--- src/rtl/datapath_pkg.sv ---
// Shared encodings for param_datapath: ALU ops, write-back select, shifter ops,
// multiplier FSM states and status-flag bit positions.
package datapath_pkg;

    typedef enum logic [2:0] {
        AluAdd = 3'b000,
        AluSub = 3'b001,
        AluAnd = 3'b010,
        AluNot = 3'b011,
        AluMul = 3'b100
    } alu_op_e;

    typedef enum logic [1:0] {
        VselC     = 2'b00,
        VselPc    = 2'b01,
        VselImm8  = 2'b10,
        VselMdata = 2'b11
    } vsel_e;

    typedef enum logic [1:0] {
        ShPass       = 2'b00,
        ShLeft       = 2'b01,
        ShRightLog   = 2'b10,
        ShRightArith = 2'b11
    } shift_e;

    typedef enum logic [1:0] {
        StIdle = 2'b00,
        StRun  = 2'b01,
        StDone = 2'b10
    } mul_state_e;

    localparam int unsigned FlagZ = 0;
    localparam int unsigned FlagN = 1;
    localparam int unsigned FlagV = 2;

    function automatic logic [2:0] make_flags(input logic v, input logic n, input logic z);
        logic [2:0] f;
        f        = '0;
        f[FlagV] = v;
        f[FlagN] = n;
        f[FlagZ] = z;
        return f;
    endfunction

endpackage

--- src/rtl/param_datapath_if.sv ---
// Control/data bundle of param_datapath; master drives controls, slave is the datapath.
interface param_datapath_if #(
    parameter int unsigned WIDTH = 16,
    parameter int unsigned NREGS = 8,
    parameter int unsigned PC_W  = 8
);
    localparam int unsigned RW = $clog2(NREGS);

    logic [RW-1:0]    readnum;
    logic [RW-1:0]    writenum;
    logic             write;
    logic [1:0]       vsel;
    logic             loada;
    logic             loadb;
    logic             loadc;
    logic             loads;
    logic             asel;
    logic             bsel;
    logic [1:0]       shift;
    logic [2:0]       ALUop;
    logic             start;
    logic [WIDTH-1:0] mdata;
    logic [WIDTH-1:0] sximm8;
    logic [WIDTH-1:0] sximm5;
    logic [PC_W-1:0]  PC;
    logic [WIDTH-1:0] datapath_out;
    logic [2:0]       Z_out;
    logic             busy;

    modport master (
        output readnum, writenum, write, vsel, loada, loadb, loadc, loads,
        output asel, bsel, shift, ALUop, start, mdata, sximm8, sximm5, PC,
        input  datapath_out, Z_out, busy
    );

    modport slave (
        input  readnum, writenum, write, vsel, loada, loadb, loadc, loads,
        input  asel, bsel, shift, ALUop, start, mdata, sximm8, sximm5, PC,
        output datapath_out, Z_out, busy
    );

endinterface

--- src/rtl/seq_multiplier.sv ---
// Shift-add multiplier producing the low WIDTH bits of a*b over WIDTH RUN cycles.
// done pulses combinationally in the last RUN cycle so the result lands on the RUN->DONE edge.
module seq_multiplier
    import datapath_pkg::*;
#(
    parameter int unsigned WIDTH = 16
) (
    input  logic             clk,
    input  logic             reset,
    input  logic             start,
    input  logic [WIDTH-1:0] a,
    input  logic [WIDTH-1:0] b,
    output logic             ready,
    output logic             busy,
    output logic             done,
    output logic [WIDTH-1:0] product
);
    localparam int unsigned CntW = $clog2(WIDTH);

    mul_state_e       state_q, state_d;
    logic [WIDTH-1:0] mcand_q, mcand_d;
    logic [WIDTH-1:0] mplier_q, mplier_d;
    logic [WIDTH-1:0] acc_q, acc_d;
    logic [CntW-1:0]  cnt_q, cnt_d;
    logic [WIDTH-1:0] step_sum;
    logic             last;

    assign step_sum = acc_q + (mplier_q[0] ? mcand_q : '0);
    assign last     = (cnt_q == CntW'(WIDTH - 1));

    always_ff @(posedge clk) begin
        if (reset) begin
            state_q  <= StIdle;
            mcand_q  <= '0;
            mplier_q <= '0;
            acc_q    <= '0;
            cnt_q    <= '0;
        end else begin
            state_q  <= state_d;
            mcand_q  <= mcand_d;
            mplier_q <= mplier_d;
            acc_q    <= acc_d;
            cnt_q    <= cnt_d;
        end
    end

    always_comb begin
        state_d  = state_q;
        mcand_d  = mcand_q;
        mplier_d = mplier_q;
        acc_d    = acc_q;
        cnt_d    = cnt_q;
        case (state_q)
            StIdle: begin
                if (start) begin
                    mcand_d  = a;
                    mplier_d = b;
                    acc_d    = '0;
                    cnt_d    = '0;
                    state_d  = StRun;
                end
            end
            StRun: begin
                acc_d    = step_sum;
                mcand_d  = mcand_q << 1;
                mplier_d = mplier_q >> 1;
                cnt_d    = cnt_q + 1'b1;
                if (last) begin
                    state_d = StDone;
                end
            end
            StDone: state_d = StIdle;
            default: state_d = StIdle;
        endcase
    end

    assign ready   = (state_q == StIdle);
    assign busy    = (state_q == StRun);
    assign done    = busy && last;
    assign product = step_sum;

endmodule

--- src/rtl/param_datapath.sv ---
// Register-file datapath with shifter, ALU, A/B/C/status registers.
// Optional sequential multiplier (ALUop 100) is built in when PARAM_DATAPATH_MUL_EN is defined.
module param_datapath
    import datapath_pkg::*;
#(
    parameter int unsigned WIDTH = 16,
    parameter int unsigned NREGS = 8,
    parameter int unsigned PC_W  = 8
) (
    input  logic            clk,
    input  logic            reset,
    param_datapath_if.slave dp
);
    logic [WIDTH-1:0] regs_q [NREGS];
    logic [WIDTH-1:0] a_q, b_q, c_q;
    logic [2:0]       status_q;

    logic [WIDTH-1:0] rd_data, wb_data, sh_out, ain, bin, alu_res;
    logic             alu_ovf;
    logic [2:0]       alu_flags;

    logic             c_en, s_en;
    logic [WIDTH-1:0] c_nxt;
    logic [2:0]       s_nxt;

    assign rd_data = regs_q[dp.readnum];

    always_comb begin
        case (dp.vsel)
            VselC:    wb_data = c_q;
            VselPc:   wb_data = WIDTH'(dp.PC);
            VselImm8: wb_data = dp.sximm8;
            default:  wb_data = dp.mdata;
        endcase
    end

    always_comb begin
        case (dp.shift)
            ShPass:     sh_out = b_q;
            ShLeft:     sh_out = b_q << 1;
            ShRightLog: sh_out = b_q >> 1;
            default:    sh_out = {b_q[WIDTH-1], b_q[WIDTH-1:1]};
        endcase
    end

    assign ain = dp.asel ? '0 : a_q;
    assign bin = dp.bsel ? dp.sximm5 : sh_out;

    // MUL (and undefined codes) yield 0 here; the product comes only from the sequencer.
    always_comb begin
        alu_res = '0;
        alu_ovf = 1'b0;
        case (dp.ALUop)
            AluAdd: begin
                alu_res = ain + bin;
                alu_ovf = (ain[WIDTH-1] == bin[WIDTH-1]) && (alu_res[WIDTH-1] != ain[WIDTH-1]);
            end
            AluSub: begin
                alu_res = ain - bin;
                alu_ovf = (ain[WIDTH-1] != bin[WIDTH-1]) && (alu_res[WIDTH-1] != ain[WIDTH-1]);
            end
            AluAnd:  alu_res = ain & bin;
            AluNot:  alu_res = ~bin;
            default: alu_res = '0;
        endcase
    end

    assign alu_flags = make_flags(alu_ovf, alu_res[WIDTH-1], alu_res == '0);

`ifdef PARAM_DATAPATH_MUL_EN
    logic             mul_start, mul_ready, mul_busy, mul_done;
    logic [WIDTH-1:0] mul_prod;
    logic             mul_lc_q, mul_ls_q;

    assign mul_start = dp.start && (dp.ALUop == AluMul);

    seq_multiplier #(
        .WIDTH(WIDTH)
    ) u_mul (
        .clk    (clk),
        .reset  (reset),
        .start  (mul_start),
        .a      (ain),
        .b      (bin),
        .ready  (mul_ready),
        .busy   (mul_busy),
        .done   (mul_done),
        .product(mul_prod)
    );

    always_ff @(posedge clk) begin
        if (reset) begin
            mul_lc_q <= 1'b0;
            mul_ls_q <= 1'b0;
        end else if (mul_start && mul_ready) begin
            mul_lc_q <= dp.loadc;
            mul_ls_q <= dp.loads;
        end
    end

    // While the multiplier runs, C/status belong to it; MUL itself never loads single-cycle.
    always_comb begin
        c_en  = 1'b0;
        s_en  = 1'b0;
        c_nxt = alu_res;
        s_nxt = alu_flags;
        if (mul_done) begin
            c_en  = mul_lc_q;
            s_en  = mul_ls_q;
            c_nxt = mul_prod;
            s_nxt = make_flags(1'b0, mul_prod[WIDTH-1], mul_prod == '0);
        end else if (!mul_busy && (dp.ALUop != AluMul)) begin
            c_en = dp.loadc;
            s_en = dp.loads;
        end
    end

    assign dp.busy = mul_busy;
`else
    logic unused_start;

    assign unused_start = dp.start;
    assign c_en         = dp.loadc;
    assign s_en         = dp.loads;
    assign c_nxt        = alu_res;
    assign s_nxt        = alu_flags;
    assign dp.busy      = 1'b0;
`endif

    always_ff @(posedge clk) begin
        if (reset) begin
            for (int i = 0; i < NREGS; i++) begin
                regs_q[i] <= '0;
            end
        end else if (dp.write) begin
            regs_q[dp.writenum] <= wb_data;
        end
    end

    always_ff @(posedge clk) begin
        if (reset) begin
            a_q      <= '0;
            b_q      <= '0;
            c_q      <= '0;
            status_q <= '0;
        end else begin
            if (dp.loada) a_q <= rd_data;
            if (dp.loadb) b_q <= rd_data;
            if (c_en) c_q <= c_nxt;
            if (s_en) status_q <= s_nxt;
        end
    end

    assign dp.datapath_out = c_q;
    assign dp.Z_out        = status_q;

endmodule

--- src/flat_wrapper.sv ---
// flat-port wrapper written by rule: the top's interface ports become plain ports
module param_datapath_flat import datapath_pkg::*;
#(
    parameter int unsigned WIDTH = 16,
    parameter int unsigned NREGS = 8,
    parameter int unsigned PC_W  = 8
)
  (clk, reset, dp_readnum, dp_writenum, dp_write, dp_vsel, dp_loada, dp_loadb, dp_loadc, dp_loads, dp_asel, dp_bsel, dp_shift, dp_ALUop, dp_start, dp_mdata, dp_sximm8, dp_sximm5, dp_PC, dp_datapath_out, dp_Z_out, dp_busy);
  param_datapath_if #(.WIDTH(WIDTH), .NREGS(NREGS), .PC_W(PC_W)) dp_i ();
  input  logic clk;
  input  logic reset;
  input wire logic [$bits(dp_i.readnum)-1:0] dp_readnum;
  input wire logic [$bits(dp_i.writenum)-1:0] dp_writenum;
  input wire logic [$bits(dp_i.write)-1:0] dp_write;
  input wire logic [$bits(dp_i.vsel)-1:0] dp_vsel;
  input wire logic [$bits(dp_i.loada)-1:0] dp_loada;
  input wire logic [$bits(dp_i.loadb)-1:0] dp_loadb;
  input wire logic [$bits(dp_i.loadc)-1:0] dp_loadc;
  input wire logic [$bits(dp_i.loads)-1:0] dp_loads;
  input wire logic [$bits(dp_i.asel)-1:0] dp_asel;
  input wire logic [$bits(dp_i.bsel)-1:0] dp_bsel;
  input wire logic [$bits(dp_i.shift)-1:0] dp_shift;
  input wire logic [$bits(dp_i.ALUop)-1:0] dp_ALUop;
  input wire logic [$bits(dp_i.start)-1:0] dp_start;
  input wire logic [$bits(dp_i.mdata)-1:0] dp_mdata;
  input wire logic [$bits(dp_i.sximm8)-1:0] dp_sximm8;
  input wire logic [$bits(dp_i.sximm5)-1:0] dp_sximm5;
  input wire logic [$bits(dp_i.PC)-1:0] dp_PC;
  output wire logic [$bits(dp_i.datapath_out)-1:0] dp_datapath_out;
  output wire logic [$bits(dp_i.Z_out)-1:0] dp_Z_out;
  output wire logic [$bits(dp_i.busy)-1:0] dp_busy;
  assign dp_i.readnum = dp_readnum;
  assign dp_i.writenum = dp_writenum;
  assign dp_i.write = dp_write;
  assign dp_i.vsel = dp_vsel;
  assign dp_i.loada = dp_loada;
  assign dp_i.loadb = dp_loadb;
  assign dp_i.loadc = dp_loadc;
  assign dp_i.loads = dp_loads;
  assign dp_i.asel = dp_asel;
  assign dp_i.bsel = dp_bsel;
  assign dp_i.shift = dp_shift;
  assign dp_i.ALUop = dp_ALUop;
  assign dp_i.start = dp_start;
  assign dp_i.mdata = dp_mdata;
  assign dp_i.sximm8 = dp_sximm8;
  assign dp_i.sximm5 = dp_sximm5;
  assign dp_i.PC = dp_PC;
  assign dp_datapath_out = dp_i.datapath_out;
  assign dp_Z_out = dp_i.Z_out;
  assign dp_busy = dp_i.busy;
  param_datapath #(.WIDTH(WIDTH), .NREGS(NREGS), .PC_W(PC_W)) u_core (.clk(clk), .reset(reset), .dp(dp_i));
endmodule
--- config.mk ---
export PLATFORM = sky130hd
export DESIGN_NAME = param_datapath_flat
export DESIGN_NICKNAME = d
export VERILOG_FILES = /design/src/rtl/datapath_pkg.sv /design/src/rtl/param_datapath_if.sv /design/src/rtl/seq_multiplier.sv /design/src/rtl/param_datapath.sv /design/src/flat_wrapper.sv
export SDC_FILE = /design/constraint.sdc
export NUM_CORES = 1
export LEC_CHECK = 0
export ABC_AREA = 1
export ABC_CLOCK_PERIOD_IN_PS = 3500
export BUFFER_PORTS_ARGS = -buffer_cell sky130_fd_sc_hd__clkbuf_2
export CORE_ASPECT_RATIO = 1.1
export CORE_UTILIZATION = 55
export CTS_BUF_LIST = sky130_fd_sc_hd__clkbuf_8
export DETAILED_ROUTE_END_ITERATION = 7
export GPL_TIMING_DRIVEN = 0
export HOLD_SLACK_MARGIN = 0.08
export PLACE_DENSITY = 0.85
export SYNTH_ARGS = -nofsm -noshare
export SYNTH_HDL_FRONTEND = slang
export SYNTH_SLANG_ARGS = --single-unit
--- constraint.sdc ---
create_clock -name clk -period 3.5 [get_ports clk]
set_input_delay 1.05 -clock clk [delete_from_list [all_inputs] [get_ports clk]]
set_output_delay 1.05 -clock clk [all_outputs]
set_load 0.005 [all_outputs]
==> results_dict.tcl <==
set metrics [dict create \
    ys_types 40 \
    num-nets-final 1662 \
    post-synth-top-area-cell "sky130_fd_sc_hd__edfxtp_1" \
    post-route-drc-count 0 \
    gpl.final_weighted_congestion 0.9916 \
    worstRegToRegCells 20 \
    cts_htree_levels 4 \
    site_rows 53 \
    min-delay-start "u_core.dp.Z_out[2]" \
    run_status "finished, final reports clean" \
    critPathMaxFanout 8 \
    clock_sink_count 179 \
    flop2flop_setup_slack_ps 620 \
    area_growth_from_synthesis_to_layout_pct 10.79 \
    ctsRootBufferMaster "sky130_fd_sc_hd__clkbuf_8" \
    worstSetupEndpointType "flip-flop" \
    drt-vias-per-instance 5.654 \
    rsz_0062_raised_after_global_routing "false" \
    gr-max-usage-layer "met2" \
    timing.critical_path.required_ps 3920 \
    tns_ps 0 \
    grt_remaining_overflow 0 \
    crit-reg2reg-capture "u_core.dp.Z_out[0]" \
    timing_worst_slew_pin_value_ps 1430 \
    gr-usage-met3 0.04757 \
    synth.cell_area_um2 10790 \
    gr-usage-met2 0.5357 \
    core_area_um2 19160 \
    dr.pass1.iters 6 \
    worst_skew_pair.late_latency_ps 480 \
    slew-limit-headroom 0.04666 \
    path_class "in2reg" \
    leakage_nw 5.845 \
    diodes 0 \
    clock_skew_ps 13.21 \
    fraction_of_synthesized_cell_area_taken_by_the_top_area_cell_type 0.3561 \
    worstHoldPathType "reg2reg" \
    cts_tree "yes" \
    groute.usage.overall 0.3110 \
    synth.yosys.warnings 0 \
    cts.path.max_buffers 2 \
    clk_pin_slew_worst_paths_ps 90 \
    dominant_synthesized_flop_cell "sky130_fd_sc_hd__edfxtp_1" \
    synthesis.instances 1439 \
    grt_pass1_vias 9244 \
    worstSetupStartpointType "input port" \
    final.min_clock_period_ps 3373 \
    regToRegStartpoint "u_core.b_q[3]" \
    max_cap_violations 0 \
    die_footprint_um2 20190 \
    post-route-period-util 0.9638 \
    syn-num-nets 1552 \
    synth.ff_latch_count 179 \
    worstHoldEndpoint "u_core.dp.Z_out[2]" \
    max_freq_ghz 0.2965 \
    numPortBuffers 90 \
    dp_hpwl_mm 23.46 \
    drt_first_iter_violations 1169 \
    global_route_wire_length_before_repair_mm 47.41 \
    antenna_left 0 \
    synth_edf_count 128 \
    drt-wirelength-per-cell_um 17.06 \
    power-per-cell-area_nw_per_um2 395.5 \
    global_route.usage.met1 0.3857 \
    fillerInstances 1651 \
    floorplan.initialDensity 0.5632 \
    postRouteWirelength_mm 30.87 \
    ys_async_sr_fraction 0 \
    synth.avg_cell_area_um2 7.501 \
    finalSetupViolations 0 \
    die_height_um 148.9 \
    synth.yosys.seq_area_share 0.4507 \
    timing_hold_violations_final 0 \
    min_delay_path_depth 2 \
    boundaryPins 99 \
    post_route_cells_drive_above_1_share 0.1178 \
    antenna_found_initial 0 \
    pin_count_of_the_biggest_net_entering_global_routing 17 \
    most_used_cells_in_the_layout_excluding_fill_and_tap_cells "sky130_fd_sc_hd__nand2_1, sky130_fd_sc_hd__nor2_1, sky130_fd_sc_hd__inv_1" \
    post-layout-total-power_mw 4.730 \
    slew_violations 0 \
    cts_inserted_buffers 17 \
    number_of_buffers_added_to_fix_hold_violations_after_cts 0 \
    floorplan.die.width_um 135.6 \
    vdd_ir_drop_max_uv 357.3 \
    ys_top_cells_by_area "sky130_fd_sc_hd__edfxtp_1, sky130_fd_sc_hd__nand2_1, sky130_fd_sc_hd__dfxtp_1" \
    worst-endpoint-arrival_ps 3790 \
    route.vias.total 10230 \
    mostFrequentLayoutCell "sky130_fd_sc_hd__nand2_1" \
]
cell usage after synthesis, types with 6 or more instances:
library cell,n
sky130_fd_sc_hd__nor2_1,223
sky130_fd_sc_hd__o21ai_0,100
sky130_fd_sc_hd__o32ai_1,16
sky130_fd_sc_hd__nand3_1,96
sky130_fd_sc_hd__buf_2,16
sky130_fd_sc_hd__nor2_2,9
sky130_fd_sc_hd__o221ai_1,16
sky130_fd_sc_hd__nand2_1,335
sky130_fd_sc_hd__a22oi_1,8
sky130_fd_sc_hd__edfxtp_1,128
sky130_fd_sc_hd__dfxtp_1,51
sky130_fd_sc_hd__clkbuf_1,38
sky130_fd_sc_hd__mux2i_1,16
sky130_fd_sc_hd__or2_2,6
sky130_fd_sc_hd__inv_1,205
sky130_fd_sc_hd__ha_1,32
sky130_fd_sc_hd__clkinv_1,9
sky130_fd_sc_hd__a21oi_1,77
worst max-delay path, stage by stage:
cell and delay (ps):
sky130_fd_sc_hd__buf_2 150, sky130_fd_sc_hd__inv_2 80, sky130_fd_sc_hd__or2_2 270, sky130_fd_sc_hd__nand2_1 110, sky130_fd_sc_hd__inv_1 70, sky130_fd_sc_hd__ha_2 230
sky130_fd_sc_hd__fa_1 450, sky130_fd_sc_hd__nand2_1 140, sky130_fd_sc_hd__nand2_1 70, sky130_fd_sc_hd__nand3b_1 110, sky130_fd_sc_hd__nand2_1 110, sky130_fd_sc_hd__nand2_1 110
sky130_fd_sc_hd__nand3_1 80, sky130_fd_sc_hd__nand3_1 100, sky130_fd_sc_hd__nand3_1 180, sky130_fd_sc_hd__nor2_1 150, sky130_fd_sc_hd__nand3_1 70, sky130_fd_sc_hd__nor2_1 120
sky130_fd_sc_hd__nor2_1 50, sky130_fd_sc_hd__nor2_1 70
final cells by class:
class / instances / area [µm²] / share of cell area
timing repair buffer: 91 / 455.4 / 0.03808
buffer: 61 / 280.3 / 0.02344
inverter: 216 / 810.8 / 0.06780
clock buffer: 17 / 234.0 / 0.01956
tap: 247 / 309.0 / 0.02584
sequential: 179 / 4865 / 0.4068
clock inverter: 15 / 131.4 / 0.01099
multi-input combinational: 983 / 4873 / 0.4075
logic make-up after synthesis:
family / count (synthesis) / share of synthesized area
compound gates: 239 / 0.1294
other cells: 1 / 0.0003474
xor+xnor: 3 / 0.002435
fa+ha+maj: 34 / 0.04080
flops: 179 / 0.4507
buf+inv: 277 / 0.1010
simple gates: 690 / 0.2606
mux: 16 / 0.01484
power by group:
part / leakage, nW / internal [mW] / total (mW) / switching [mW]
Combinational: 3.93 / 0.291 / 0.956 / 0.665
Sequential: 1.73 / 2.38 / 2.44 / 0.0620
Clock: 0.184 / 0.568 / 1.33 / 0.764
per-layer routing:
layer  wire (µm)  up-vias
li1            -     4895
met2       15350      568
met5           0        -
met1       11930     4678
met4        1092        0
met3        2501       87
flip-flops by register name, indices dropped and copies added, names as in the netlist:
register,count
u_core.b_q,16
u_core.regs_q,128
u_core.a_q,16
u_core.dp.datapath_out,16
u_core.dp.Z_out,3
what timing repair did:
action | 4_1_cts | 5_1_grt
setup endpoints to repair | 0 | 53
setup buffers | 0 | 0
resized for setup | 0 | 14
worst max-delay path by stage:
stage / start / to / slack, ps / cells after the start
finish: dp_bsel / u_core.dp.Z_out[0] / 130 / 20
global route: dp_bsel / u_core.dp.Z_out[0] / 2 / 20
CTS: reset / u_core.regs_q[1][11] / 80 / 6
detailed placement: reset / u_core.regs_q[1][8] / -410 / 6
global placement: reset / u_core.regs_q[1][8] / -350 / 6
floorplan: dp_bsel / u_core.dp.Z_out[0] / 140 / 20
stage by stage:
step           instances  cell area [µm²]  setup WS (ps)  hold WS, ps  utilization
2_1_floorplan       1439            10790          139.0        459.7            -
3_5_place_dp        1776            11550         -412.6        464.5       0.6029
3_3_place_gp        1776            11550         -350.4        458.7       0.6029
5_1_grt             1809            11960          2.497        512.3       0.6240
6_report            1809            11960          126.8        480.6       0.6240
4_1_cts             1808            11920          80.73        477.2       0.6219
No activity file was read; power rests on OpenSTA's default activity.
